<file path="src/rtl/dffr_buffer_pkg.sv">
// Shared types and constants for the pin-input buffer and its period/high-time meter.
package dffr_buffer_pkg;

  localparam int unsigned NUM_CH = 8;

  // Channel order on the sync_out / rise_pulse buses.
  localparam int unsigned CH_CLK_P     = 0;
  localparam int unsigned CH_CLK_SHORT = 1;
  localparam int unsigned CH_CLK_D     = 2;
  localparam int unsigned CH_CLK_DAC   = 3;
  localparam int unsigned CH_CLK_DAC_P = 4;
  localparam int unsigned CH_CLK_DAC_D = 5;
  localparam int unsigned CH_RST       = 6;
  localparam int unsigned CH_STIM      = 7;

  typedef enum logic [1:0] {
    IDLE      = 2'd0,
    WAIT_RISE = 2'd1,
    HIGH      = 2'd2,
    LOW       = 2'd3
  } meas_state_e;

endpackage

</file>
<file path="src/rtl/sync_edge_cell.sv">
// One channel: multi-flop synchronizer plus registered rising-edge detector.
module sync_edge_cell #(
  parameter int unsigned SYNC_STAGES = 3
) (
  input  logic clk_i,
  input  logic rst_i,
  input  logic pin_i,
  output logic sync_o,
  output logic dly_o,
  output logic rise_o
);

  logic [SYNC_STAGES-1:0] chain_q;
  logic                   dly_q;
  logic                   rise_q;

  // Shift the pin through the chain; dly_q is sync_o one cycle late, so rise_q and dly_q
  // are time-aligned and the meter can measure high time from dly_o without skew.
  always_ff @(posedge clk_i) begin
    if (rst_i) begin
      chain_q <= '0;
      dly_q   <= 1'b0;
      rise_q  <= 1'b0;
    end else begin
      chain_q <= {chain_q[SYNC_STAGES-2:0], pin_i};
      dly_q   <= chain_q[SYNC_STAGES-1];
      rise_q  <= chain_q[SYNC_STAGES-1] & ~dly_q;
    end
  end

  assign sync_o = chain_q[SYNC_STAGES-1];
  assign dly_o  = dly_q;
  assign rise_o = rise_q;

endmodule

</file>
<file path="src/rtl/dffr_buffer_in.sv">
// Synchronizes eight asynchronous pins and measures high time and period of one selected channel.
module dffr_buffer_in
  import dffr_buffer_pkg::*;
#(
  parameter int unsigned SYNC_STAGES = 3,
  parameter int unsigned CNT_W       = 16
) (
  input  logic              clk_in_500MHz,
  input  logic              reset,
  input  logic              in_clk_p,
  input  logic              in_clk_short,
  input  logic              in_clk_d,
  input  logic              in_clk_dac,
  input  logic              in_clk_dac_p,
  input  logic              in_clk_dac_d,
  input  logic              in_RST,
  input  logic              in_STIM,
  input  logic [2:0]        sel,
  output logic [NUM_CH-1:0] sync_out,
  output logic [NUM_CH-1:0] rise_pulse,
  output logic [CNT_W-1:0]  meas_high,
  output logic [CNT_W-1:0]  meas_period,
  output logic              meas_valid,
  output logic              timeout
);

  localparam logic [CNT_W-1:0] CntMax = '1;
  localparam logic [CNT_W-1:0] CntOne = CNT_W'(1);

  logic [NUM_CH-1:0] pins;
  logic [NUM_CH-1:0] dly;

  meas_state_e      state_q;
  logic [CNT_W-1:0] high_cnt_q;
  logic [CNT_W-1:0] period_cnt_q;
  logic [CNT_W-1:0] meas_high_q;
  logic [CNT_W-1:0] meas_period_q;
  logic             meas_valid_q;
  logic             timeout_q;
  logic [2:0]       sel_q;

  logic sel_chg;
  logic rise_sel;
  logic dly_sel;
  logic cnt_sat;

  // Gather the named pins into channel order.
  always_comb begin
    pins               = '0;
    pins[CH_CLK_P]     = in_clk_p;
    pins[CH_CLK_SHORT] = in_clk_short;
    pins[CH_CLK_D]     = in_clk_d;
    pins[CH_CLK_DAC]   = in_clk_dac;
    pins[CH_CLK_DAC_P] = in_clk_dac_p;
    pins[CH_CLK_DAC_D] = in_clk_dac_d;
    pins[CH_RST]       = in_RST;
    pins[CH_STIM]      = in_STIM;
  end

  for (genvar g = 0; g < NUM_CH; g++) begin : g_ch
    sync_edge_cell #(
      .SYNC_STAGES(SYNC_STAGES)
    ) u_cell (
      .clk_i (clk_in_500MHz),
      .rst_i (reset),
      .pin_i (pins[g]),
      .sync_o(sync_out[g]),
      .dly_o (dly[g]),
      .rise_o(rise_pulse[g])
    );
  end

  assign sel_chg  = (sel != sel_q);
  assign rise_sel = rise_pulse[sel];
  assign dly_sel  = dly[sel];
  assign cnt_sat  = (high_cnt_q == CntMax) || (period_cnt_q == CntMax);

  // Measurement FSM with counters and registered results. High time is tracked against the
  // delayed level so that both edges carry the same pipeline latency and it cancels out.
  always_ff @(posedge clk_in_500MHz) begin
    if (reset) begin
      state_q       <= IDLE;
      high_cnt_q    <= '0;
      period_cnt_q  <= '0;
      meas_high_q   <= '0;
      meas_period_q <= '0;
      meas_valid_q  <= 1'b0;
      timeout_q     <= 1'b0;
      // Track sel through reset so a static sel does not look like a change afterwards.
      sel_q         <= sel;
    end else begin
      sel_q        <= sel;
      meas_valid_q <= 1'b0;
      case (state_q)
        IDLE: begin
          state_q <= WAIT_RISE;
        end
        WAIT_RISE: begin
          if (!sel_chg && rise_sel) begin
            state_q      <= HIGH;
            high_cnt_q   <= CntOne;
            period_cnt_q <= CntOne;
          end
        end
        HIGH: begin
          if (sel_chg) begin
            state_q <= WAIT_RISE;
          end else if (cnt_sat) begin
            timeout_q <= 1'b1;
            state_q   <= WAIT_RISE;
          end else if (!dly_sel) begin
            state_q      <= LOW;
            period_cnt_q <= period_cnt_q + CntOne;
          end else begin
            high_cnt_q   <= high_cnt_q + CntOne;
            period_cnt_q <= period_cnt_q + CntOne;
          end
        end
        LOW: begin
          if (sel_chg) begin
            state_q <= WAIT_RISE;
          end else if (rise_sel) begin
            meas_high_q   <= high_cnt_q;
            meas_period_q <= period_cnt_q;
            meas_valid_q  <= 1'b1;
            timeout_q     <= 1'b0;
            high_cnt_q    <= CntOne;
            period_cnt_q  <= CntOne;
            state_q       <= HIGH;
          end else if (period_cnt_q == CntMax) begin
            timeout_q <= 1'b1;
            state_q   <= WAIT_RISE;
          end else begin
            period_cnt_q <= period_cnt_q + CntOne;
          end
        end
        default: begin
          state_q <= IDLE;
        end
      endcase
    end
  end

  assign meas_high   = meas_high_q;
  assign meas_period = meas_period_q;
  assign meas_valid  = meas_valid_q;
  assign timeout     = timeout_q;

endmodule

</file>
<file path="config.mk">
export PLATFORM = sky130hd
export DESIGN_NAME = dffr_buffer_in
export DESIGN_NICKNAME = d
export VERILOG_FILES = /design/src/rtl/dffr_buffer_pkg.sv /design/src/rtl/sync_edge_cell.sv /design/src/rtl/dffr_buffer_in.sv
export SDC_FILE = /design/constraint.sdc
export NUM_CORES = 1
export LEC_CHECK = 0
export BUFFER_PORTS_ARGS = -buffer_cell sky130_fd_sc_hd__buf_2
export CELL_PAD_IN_SITES_DETAIL_PLACEMENT = 0
export CELL_PAD_IN_SITES_GLOBAL_PLACEMENT = 1
export CORE_MARGIN = 4
export CORE_UTILIZATION = 35
export CTS_BUF_LIST = sky130_fd_sc_hd__clkbuf_8 sky130_fd_sc_hd__clkbuf_16
export DETAILED_ROUTE_END_ITERATION = 8
export HOLD_SLACK_MARGIN = 0.02
export PLACE_DENSITY_LB_ADDON = 0.1
export SLEW_MARGIN = 10
export SYNTH_ARGS = -nofsm -noshare
export SYNTH_HDL_FRONTEND = slang
export SYNTH_SLANG_ARGS = --single-unit
</file>
<file path="constraint.sdc">
create_clock -name clk_in_500MHz -period 2.8 [get_ports clk_in_500MHz]
set_clock_uncertainty 0.2 [all_clocks]
set_input_delay 0 -clock clk_in_500MHz [delete_from_list [all_inputs] [get_ports clk_in_500MHz]]
set_output_delay 0 -clock clk_in_500MHz [all_outputs]
set_load 0.02 [all_outputs]
</file>
==> impl_metrics.ini, run 1 <==
[status]
status = complete, no violations

[power_and_ir_drop]
ir_drop_mv = 0.470
power_density_nw_per_um2 = 592
p_total_mw = 3.10
p_leak_nw = 2.04

[final_layout]
insertedDiodeCount = 0
fin_util_pct = 43.1
final_net_count = 567
syn_to_final_growth_pct = 18.8
nFillCells = 1308
drive_gt1_share_pct = 19.0

[routing]
via_count = 3584
wire_per_inst_um = 14.6
wl_mm = 10.6
via_per_inst = 4.94
dr.pass1.iters = 4
drtIter0Drc = 183
drc_errors = 0
drtAntennaViolNets = 0

[global_routing]
grt_usage_pct = 15.7
grt_pass1_vias = 3489
grt_max_degree = 73
antenna_found_initial = 0
grt_pass1_wl_mm = 18.0
gr-total-overflow = 0

[clock_tree]
tritoncts = built
htreeDepth = 3
max-clock-path-buffers = 2
path_clk_slew_ns = 0.08
clock_latency_ns = 0.36
numCtsBuffers = 9
cts_root_buf = clkbuf_16
post-cts-setup-buffers = 0
cts.sinks = 111

[timing]
slew_headroom_pct = 47.3
setup_tns_ns = 0
worst-slew-pin-transition_ns = 0.791
final-setup-viol-count = 0
hold_viol = 0
slew_viol_final = 0
rsz0062_at_grt = false
min_period_ns = 2.53
fmax_ghz = 0.395
finalCritPeriodShare_pct = 90.3

[yosys]
synth-edff-count = 0
synth_seq_area_share_pct = 50.4
syn_nets = 512
synth_area_leaders = dfxtp_1 (50%), nor2b_1 (6.7%), nand3_1 (5.6%)
async_reset_ff_share_pct = 0
yosys-top-cells-count = dfxtp_1 (111), nand3_1 (49), nand2_1 (48)
synth_top_area_share_pct = 50.4
synth-seq-cells = 111
yosysTopAreaCell = dfxtp_1
synth_ff_type = dfxtp_1
netlist_area_um2 = 4410
synthCells = 497
avgSynthCellArea_um2 = 8.88
yosysUniqueCellTypes = 46
synth_most_common_cell = dfxtp_1
synth-warning-count = 0

[hold_path]
hold_path.class = input port to register
hold_end = sel_q[0]$_DFF_P_
hold_path_depth = 2
hold_start = sel[0]

[critical_path]
crit_required_ns = 2.85
worstRegToRegCells = 8
cp_max_fo = 14
cp.arrival_ns = 2.58
cp-start-kind = register
r2r_setup_slack_ns = 0.27
end_kind = register
reg2reg_to = period_cnt_q[5]$_SDFFE_PP0P_
crit_type = register to register
timing.rr.start = period_cnt_q[1]$_SDFFE_PP0P_

[placement]
io_buffer_count = 62
gp_congestion = 0.756
dpl.hpwl_mm = 7.32

[die]
initial_core_util_pct = 36.3
ioPinCount = 63
num_rows = 40
core_um2 = 12200
dieHeight_um = 120
die_w_um = 120
die_area_um2 = 14500

[job]
cap_viol_max_count = 0
[stage by stage]
step | hold slack, ns | instances | instance area (µm²) | worst slack, ns
6_report | 0.160 | 725 | 5240 | 0.271
5_1_grt | 0.174 | 725 | 5240 | 0.0856
4_1_cts | 0.151 | 725 | 5240 | 0.267
3_5_place_dp | -0.00708 | 697 | 4800 | 0.308
3_3_place_gp | -0.00562 | 697 | 4800 | 0.373
2_1_floorplan | -0.172 | 497 | 4410 | 0.459
[report_power, final]
part / switching (mW) / internal, mW
Clock: 0.647 / 0.725
Combinational: 0.0760 / 0.0490
Sequential: 0.00762 / 1.60
[worst max path at each step]
stage	startpoint	endpoint	slack, ns
after floorplan	period_cnt_q[0]$_SDFFE_PP0P_	period_cnt_q[5]$_SDFFE_PP0P_	0.46
after global placement	period_cnt_q[0]$_SDFFE_PP0P_	period_cnt_q[11]$_SDFFE_PP0P_	0.37
after detailed placement	period_cnt_q[1]$_SDFFE_PP0P_	period_cnt_q[5]$_SDFFE_PP0P_	0.31
after CTS	period_cnt_q[1]$_SDFFE_PP0P_	period_cnt_q[5]$_SDFFE_PP0P_	0.27
after global routing	sel[2]	period_cnt_q[5]$_SDFFE_PP0P_	0.09
final	period_cnt_q[1]$_SDFFE_PP0P_	period_cnt_q[5]$_SDFFE_PP0P_	0.27
[cells in the final DEF (no fill, tap or decap), types with 2 or more instances in the layout]
cell and n:
ha_1 2, a21oi_1 39, nand2b_1 6, dlygate4sd3_1 12, nand3_1 49, o2bb2ai_1 2, inv_8 2, a31oi_1 5
o21ai_0 21, dfxtp_1 111, nand4b_1 2, nand4_1 8, nor2_1 25, and2_1 2, inv_6 3, buf_4 16
clkbuf_16 9, o31ai_1 19, o41ai_1 3, nand2_1 48, o21ai_1 11, xnor2_1 3, nor3_1 3, buf_2 62
a211oi_1 3, mux2_2 5, and3_1 8, inv_1 9, nor2b_1 47, mux2i_1 2
[sequential cells by signal (all words and copies together) (netlist names)]
register / flops
g_ch.u_cell.chain_q: 24
high_cnt_q: 16
meas_high: 16
meas_period: 16
period_cnt_q: 16
g_ch.u_cell.dly_o: 8
g_ch.u_cell.rise_o: 8
sel_q: 3
state_q: 2
meas_valid: 1
timeout: 1
[cells by family after synthesis]
logic type	share of synthesized area (%)
AND/OR/NAND/NOR	24.4
flip-flops	50.4
AO/OA/AOI/OAI	15.8
buffers and inverters	6.55
multiplexers	1.73
XOR/XNOR	0.596
adder cells (fa/ha/maj)	0.567
[worst max-delay path, stage by stage, from the launching register on]
cell,delay (ns)
dfxtp_1,0.42
ha_1,0.24
nand3_1,0.15
or4b_1,0.58
and4b_4,0.23
a211oi_4,0.20
buf_4,0.24
o21ai_1,0.09
o41ai_1,0.07
[routing by layer]
layer	up-vias	global-route usage [%]	part of all wire, %
met5	-	0	0
met4	0	4.82	1.3
met3	10	4.96	4.2
met2	64	26.4	49
met1	1676	19.2	46
li1	1834	-	-
[timing repair]
item                                   CTS  global route
endpoints found under the hold margin   13             0
hold buffers                            12             0
gates resized for setup                  0             0
[area by class of cell]
| class | instances | area [µm²] | share of cell area [%] |
|---|---|---|---|
| tap | 168 | 210 | 4.01 |
| inverter | 9 | 33.8 | 0.644 |
| timing repair buffer | 90 | 551 | 10.5 |
| clock buffer | 9 | 225 | 4.29 |
| clock inverter | 7 | 95.1 | 1.81 |
| sequential | 111 | 2220 | 42.4 |
| multi-input combinational | 331 | 1910 | 36.4 |
(Power assumes the default switching activity.)
==> run 2: changes to the inputs <==
--- a/config.mk
+++ b/config.mk
@@ -9,7 +9,7 @@
 export CELL_PAD_IN_SITES_DETAIL_PLACEMENT = 0
 export CELL_PAD_IN_SITES_GLOBAL_PLACEMENT = 1
 export CORE_MARGIN = 4
-export CORE_UTILIZATION = 35
+export CORE_UTILIZATION = 43
 export CTS_BUF_LIST = sky130_fd_sc_hd__clkbuf_8 sky130_fd_sc_hd__clkbuf_16
 export DETAILED_ROUTE_END_ITERATION = 8
 export HOLD_SLACK_MARGIN = 0.02
==> impl_metrics.ini, run 2 (synthesis results as in run 1) <==
[status]
status = complete, no violations

[power_and_ir_drop]
pwr-share-comb_pct = 4.5
internal_power_mw = 2.09
switching_share_pct = 24.4
power_density_nw_per_um2 = 541
p_leak_nw = 2.00
p_seq_share_pct = 58.1
power_switching_mw = 0.676
power.share.clock_pct = 37.4
ir_drop_mv = 0.300

[routing]
via_per_inst = 5.23
drtIter0Drc = 168
wire_per_inst_um = 14.4
dr.pass1.iters = 5
drc_errors = 0
drtAntennaViolNets = 0
via_count = 3616
wl_mm = 9.97

[placement]
post-place-ws_ns = 0.218
dpl.hpwl_mm = 6.92
io_buffer_count = 62
gp_congestion = 0.839

[final_layout]
largest-register = g_ch.u_cell.chain_q
drive_gt1_share_pct = 19.3
largest_reg_flops = 24
final_cell_mix = dfxtp_1 (111), buf_2 (62), nand3_1 (49), nand2_1 (48), nor2b_1 (47)
final_net_count = 569
nFillCells = 943
syn_to_final_growth_pct = 16.0
final_common_cell = dfxtp_1
insertedDiodeCount = 0

[timing]
final-setup-viol-count = 0
worst-slew-pin-transition_ns = 0.748
slew_viol_final = 0
min_period_ns = 2.60
hold_ws_ns = 0.144
setup_tns_ns = 0
fmax_ghz = 0.384
slew_headroom_pct = 50.1
setup_ws_ns = 0.199
rsz0062_at_grt = false
hold_viol = 0
finalCritPeriodShare_pct = 92.9

[die]
die_w_um = 109
core_um2 = 9860
initial_core_util_pct = 44.7
num_rows = 36
dieHeight_um = 109
die_area_um2 = 11900
ioPinCount = 63

[clock_tree]
tritoncts = built
post-cts-setup-buffers = 0
htreeDepth = 3
numCtsBuffers = 9
path_clk_slew_ns = 0.12
cts_root_buf = clkbuf_8
post_cts_resized = 0
clock_latency_ns = 0.38
cts.sinks = 111
max-clock-path-buffers = 2

[critical_path]
critPathTopFamily = simple AND/OR/NAND/NOR gates
path_cells = ha_1 > nand3_1 > or4b_1 > and4b_4 > a211oi_4 > buf_4 > o21ai_1 > o31ai_1
crit_required_ns = 2.89
crit_type = register to register
path_buf_inv = 1
end_kind = register
worst-path-stages = 8
cp-start-kind = register
r2r_setup_slack_ns = 0.20
cp.arrival_ns = 2.69
worstRegToRegCells = 8
slowest_stage = or4b_1
max_stage_delay_ns = 0.66
cp_max_fo = 14

[global_routing]
grt_max_degree = 73
gr-total-overflow = 0
grt_usage_pct = 17.6
grt_pass1_wl_mm = 16.6
antenna_found_initial = 0
grt_pass1_vias = 3397

[hold_path]
hold_path.class = input port to register
hold_path_depth = 2

[job]
cap_viol_max_count = 0
## run 2: cell count changes in the layout (fill, tap and decap cells not counted)
cell	change
buf_4	+2
clkinvlp_4	+1
inv_6	-3
clkbuf_8	+9
clkinv_8	+1
clkinv_4	+1
clkbuf_16	-9
## run 2: worst reg2reg max path: stages, from the launching register on
cell	delay, ns
dfxtp_1	0.42
ha_1	0.23
nand3_1	0.14
or4b_1	0.66
and4b_4	0.27
a211oi_4	0.19
buf_4	0.23
o21ai_1	0.10
o31ai_1	0.09
## run 2: path summary, 6_finish.rpt
path / from / endpoint
min reg2reg: g_ch[3].u_cell.dly_o$_SDFF_PP0_ / g_ch[3].u_cell.rise_o$_SDFF_PP0_
max: period_cnt_q[1]$_SDFFE_PP0P_ / period_cnt_q[12]$_SDFFE_PP0P_
max reg2reg: period_cnt_q[1]$_SDFFE_PP0P_ / period_cnt_q[12]$_SDFFE_PP0P_
min: sel[0] / sel_q[0]$_DFF_P_
## run 2: power groups by stage
stage                     clock [mW]  combinational [mW]  sequential [mW]
after floorplan                    0              0.0870             1.64
after detailed placement           0               0.115             1.64
final                           1.04               0.125             1.61
after global routing            1.14               0.139             1.61
after global placement             0               0.112             1.64
after CTS                       1.07               0.127             1.61
## run 2: through the flow
step | util [%] | instances | instance area, µm² | total power, mW
finish | 51.9 | 692 | 5120 | 2.77
global route | 51.9 | 692 | 5120 | 2.89
detailed placement | 48.4 | 664 | 4770 | 1.76
floorplan | - | 497 | 4410 | 1.73
global placement | 48.4 | 664 | 4770 | 1.76
CTS | 51.9 | 692 | 5120 | 2.81
## run 2: final cells by class
class,instances,area (µm²),area share (%)
flip-flops and latches,111,2220,43.4
multi-input cells,331,1910,37.2
repair buffers,92,566,11.0
well taps,133,166,3.25
clock buffers,9,124,2.42
clock inverters,7,101,1.98
inverters,9,33.8,0.660
## run 2: metal layers
layer  global-route usage (%)  share of wire, %  vias up
met5                        0                 0        -
met4                     6.86               1.5        0
met3                     3.52               4.7       13
met2                     28.9                48       80
met1                     23.0                46     1685
li1                         -                 -     1838
## run 2: timing repair
| item | CTS | global route |
|---|---|---|
| hold buffers | 12 | 0 |
| setup endpoints to repair | 0 | 0 |
| endpoints found under the hold margin | 13 | 0 |
==> run 3: changes to the inputs <==
--- a/config.mk
+++ b/config.mk
@@ -9,7 +9,7 @@
 export CELL_PAD_IN_SITES_DETAIL_PLACEMENT = 0
 export CELL_PAD_IN_SITES_GLOBAL_PLACEMENT = 1
 export CORE_MARGIN = 4
-export CORE_UTILIZATION = 43
+export CORE_UTILIZATION = 39
 export CTS_BUF_LIST = sky130_fd_sc_hd__clkbuf_8 sky130_fd_sc_hd__clkbuf_16
 export DETAILED_ROUTE_END_ITERATION = 8
 export HOLD_SLACK_MARGIN = 0.02
==> constraint.sdc (replaced) <==
create_clock -name clk_in_500MHz -period 2.2 [get_ports clk_in_500MHz]
set_clock_uncertainty 0.2 [all_clocks]
set_input_delay 0 -clock clk_in_500MHz [delete_from_list [all_inputs] [get_ports clk_in_500MHz]]
set_output_delay 0 -clock clk_in_500MHz [all_outputs]
set_load 0.02 [all_outputs]
==> impl_metrics.ini, run 3 (synthesis results as in run 1) <==
[clock_tree]
path_clk_slew_ns = 0.08
cts_root_buf = clkbuf_16
tritoncts = built
cts.sinks = 111
htreeDepth = 3
numCtsBuffers = 9
clock_latency_ns = 0.35
max-clock-path-buffers = 2

[placement]
post-place-ws_ns = -0.158
dpl.cell_count = 724
place_area_um2 = 5230
io_buffer_count = 62
dpl.hpwl_mm = 7.45
gp_congestion = 0.781

[die]
ioPinCount = 63
dieHeight_um = 114
num_rows = 38
die_area_um2 = 13100
die_w_um = 114
core_um2 = 10900
initial_core_util_pct = 40.4

[timing]
final-setup-viol-count = 0
min_period_ns = 2.20
rsz0062_at_grt = true
slew_headroom_pct = 71.7
hold_ws_ns = 0.170
worst-slew-pin-transition_ns = 0.421
slew_viol_final = 0
fmax_ghz = 0.455
hold_viol = 0
setup_ws_ns = 0.00398
finalCritPeriodShare_pct = 99.8

[status]
status = complete, no violations

[critical_path]
cp.arrival_ns = 2.29
cp_max_fo = 3
cp-start-kind = register
crit_type = register to register
path_cells = ha_4 > nand4_1 > buf_4 > nor2_4 > a2111oi_4 > nand2_1 > or4_1 > nand3_1
end_kind = register
slowest_stage = or4_1
crit_required_ns = 2.30
max_stage_delay_ns = 0.52

[power_and_ir_drop]
internal_power_mw = 2.92
p_total_mw = 3.83
switching_share_pct = 23.9
ir_drop_mv = 0.472
p_seq_share_pct = 53.3
p_leak_nw = 2.40
power.share.clock_pct = 41.6
power_density_nw_per_um2 = 650
pwr-share-comb_pct = 5.1
power_switching_mw = 0.917

[routing]
drtIter0Drc = 118
dr.pass1.iters = 4
wire_per_inst_um = 14.3
via_count = 3781
drc_errors = 0
drtAntennaViolNets = 0
wl_mm = 10.8
via_per_inst = 5.01

[global_routing]
antenna_found_initial = 0
grt_pass1_wl_mm = 17.9
grt_pass1_vias = 3654
grt_usage_pct = 17.1
gr-total-overflow = 0
grt_max_degree = 38

[final_layout]
final_common_cell = dfxtp_1
design_area_um2 = 5900
final_cell_mix = dfxtp_1 (107), buf_4 (66), buf_2 (62), nand2_1 (48), nand3_1 (48)
insertedDiodeCount = 0
largest_reg_flops = 24
largest-register = g_ch.u_cell.chain_q
nFillCells = 1059
fin_cells = 755
drive_gt1_share_pct = 33.0
syn_to_final_growth_pct = 33.6
final_net_count = 625

[job]
cap_viol_max_count = 0

[hold_path]
hold_path.class = input port to register
run 3: cell count changes in the layout (fill, tap and decap cells not counted), moves of 4 or more:
cell       before  now
o21ai_1        11   17
o31ai_1        19   11
o21ai_0        21    2
dfxtp_1       111  107
buf_6           0    6
o21ai_2         0   11
buf_4          18   66
clkbuf_8        9    0
clkbuf_16       0    9
o31ai_2         0    6
run 3: cell type report:
| cell class | instances | area, µm² | area share, % |
|---|---|---|---|
| clock inverters | 7 | 62.6 | 1.06 |
| multi-input cells | 331 | 2140 | 36.2 |
| inverters | 9 | 33.8 | 0.573 |
| well taps | 140 | 175 | 2.97 |
| clock buffers | 9 | 225 | 3.82 |
| flip-flops and latches | 111 | 2230 | 37.8 |
| repair buffers | 148 | 1030 | 17.5 |
run 3: metal layers:
layer / global-route usage, % / vias up / wire (µm)
li1: - / 1948 / -
met2: 27.2 / 51 / 5090
met4: 5.23 / 0 / 137
met1: 23.0 / 1771 / 5180
met5: 0 / - / 0
met3: 4.23 / 11 / 396
run 3: worst paths after layout:
kind	start	to	slack, ns	depth (start not counted)
setup / recovery	high_cnt_q[0]$_SDFFE_PP0P_	high_cnt_q[7]$_SDFFE_PP0P_	0.004	8
hold / removal	sel[0]	sel_q[0]$_DFF_P_	0.17	2
setup reg to reg	high_cnt_q[0]$_SDFFE_PP0P_	high_cnt_q[7]$_SDFFE_PP0P_	0.004	8
hold reg to reg	g_ch[2].u_cell.dly_o$_SDFF_PP0_	g_ch[2].u_cell.rise_o$_SDFF_PP0_	0.21	1
run 3: stage by stage:
stage / util [%] / TNS, ns
after floorplan: - / -0.124
after global placement: 47.8 / -0.478
after detailed placement: 47.8 / -1.09
after CTS: 52.0 / 0
after global routing: 53.9 / -0.576
final: 53.9 / 0
run 3: power groups by stage:
stage               Combinational (mW)  Sequential [mW]  Clock (mW)
floorplan                        0.112             2.09           0
global placement                 0.167             2.09           0
detailed placement               0.167             2.09           0
CTS                              0.184             2.04        1.65
global route                     0.216             2.05        1.73
finish                           0.196             2.04        1.60
run 3: critical path, delay by kind of cell, from the launching register on:
family | cells | cell delay (ns)
adders and majority gates | 1 | 0.16
AOI/OAI and AO/OA | 1 | 0.41
DFF | 1 | 0.34
buffers and inverters | 1 | 0.14
and+or+nand+nor | 5 | 0.90
run 3: timing repair:
item / in CTS / in global routing
resized for setup: 9 / 60
pin swaps: 3 / 11
endpoints found under the setup margin: 28 / 29
gates cloned: 0 / 1
hold endpoints to repair: 41 / 0
hold buffers: 12 / 0
buffers inserted: 0 / 2
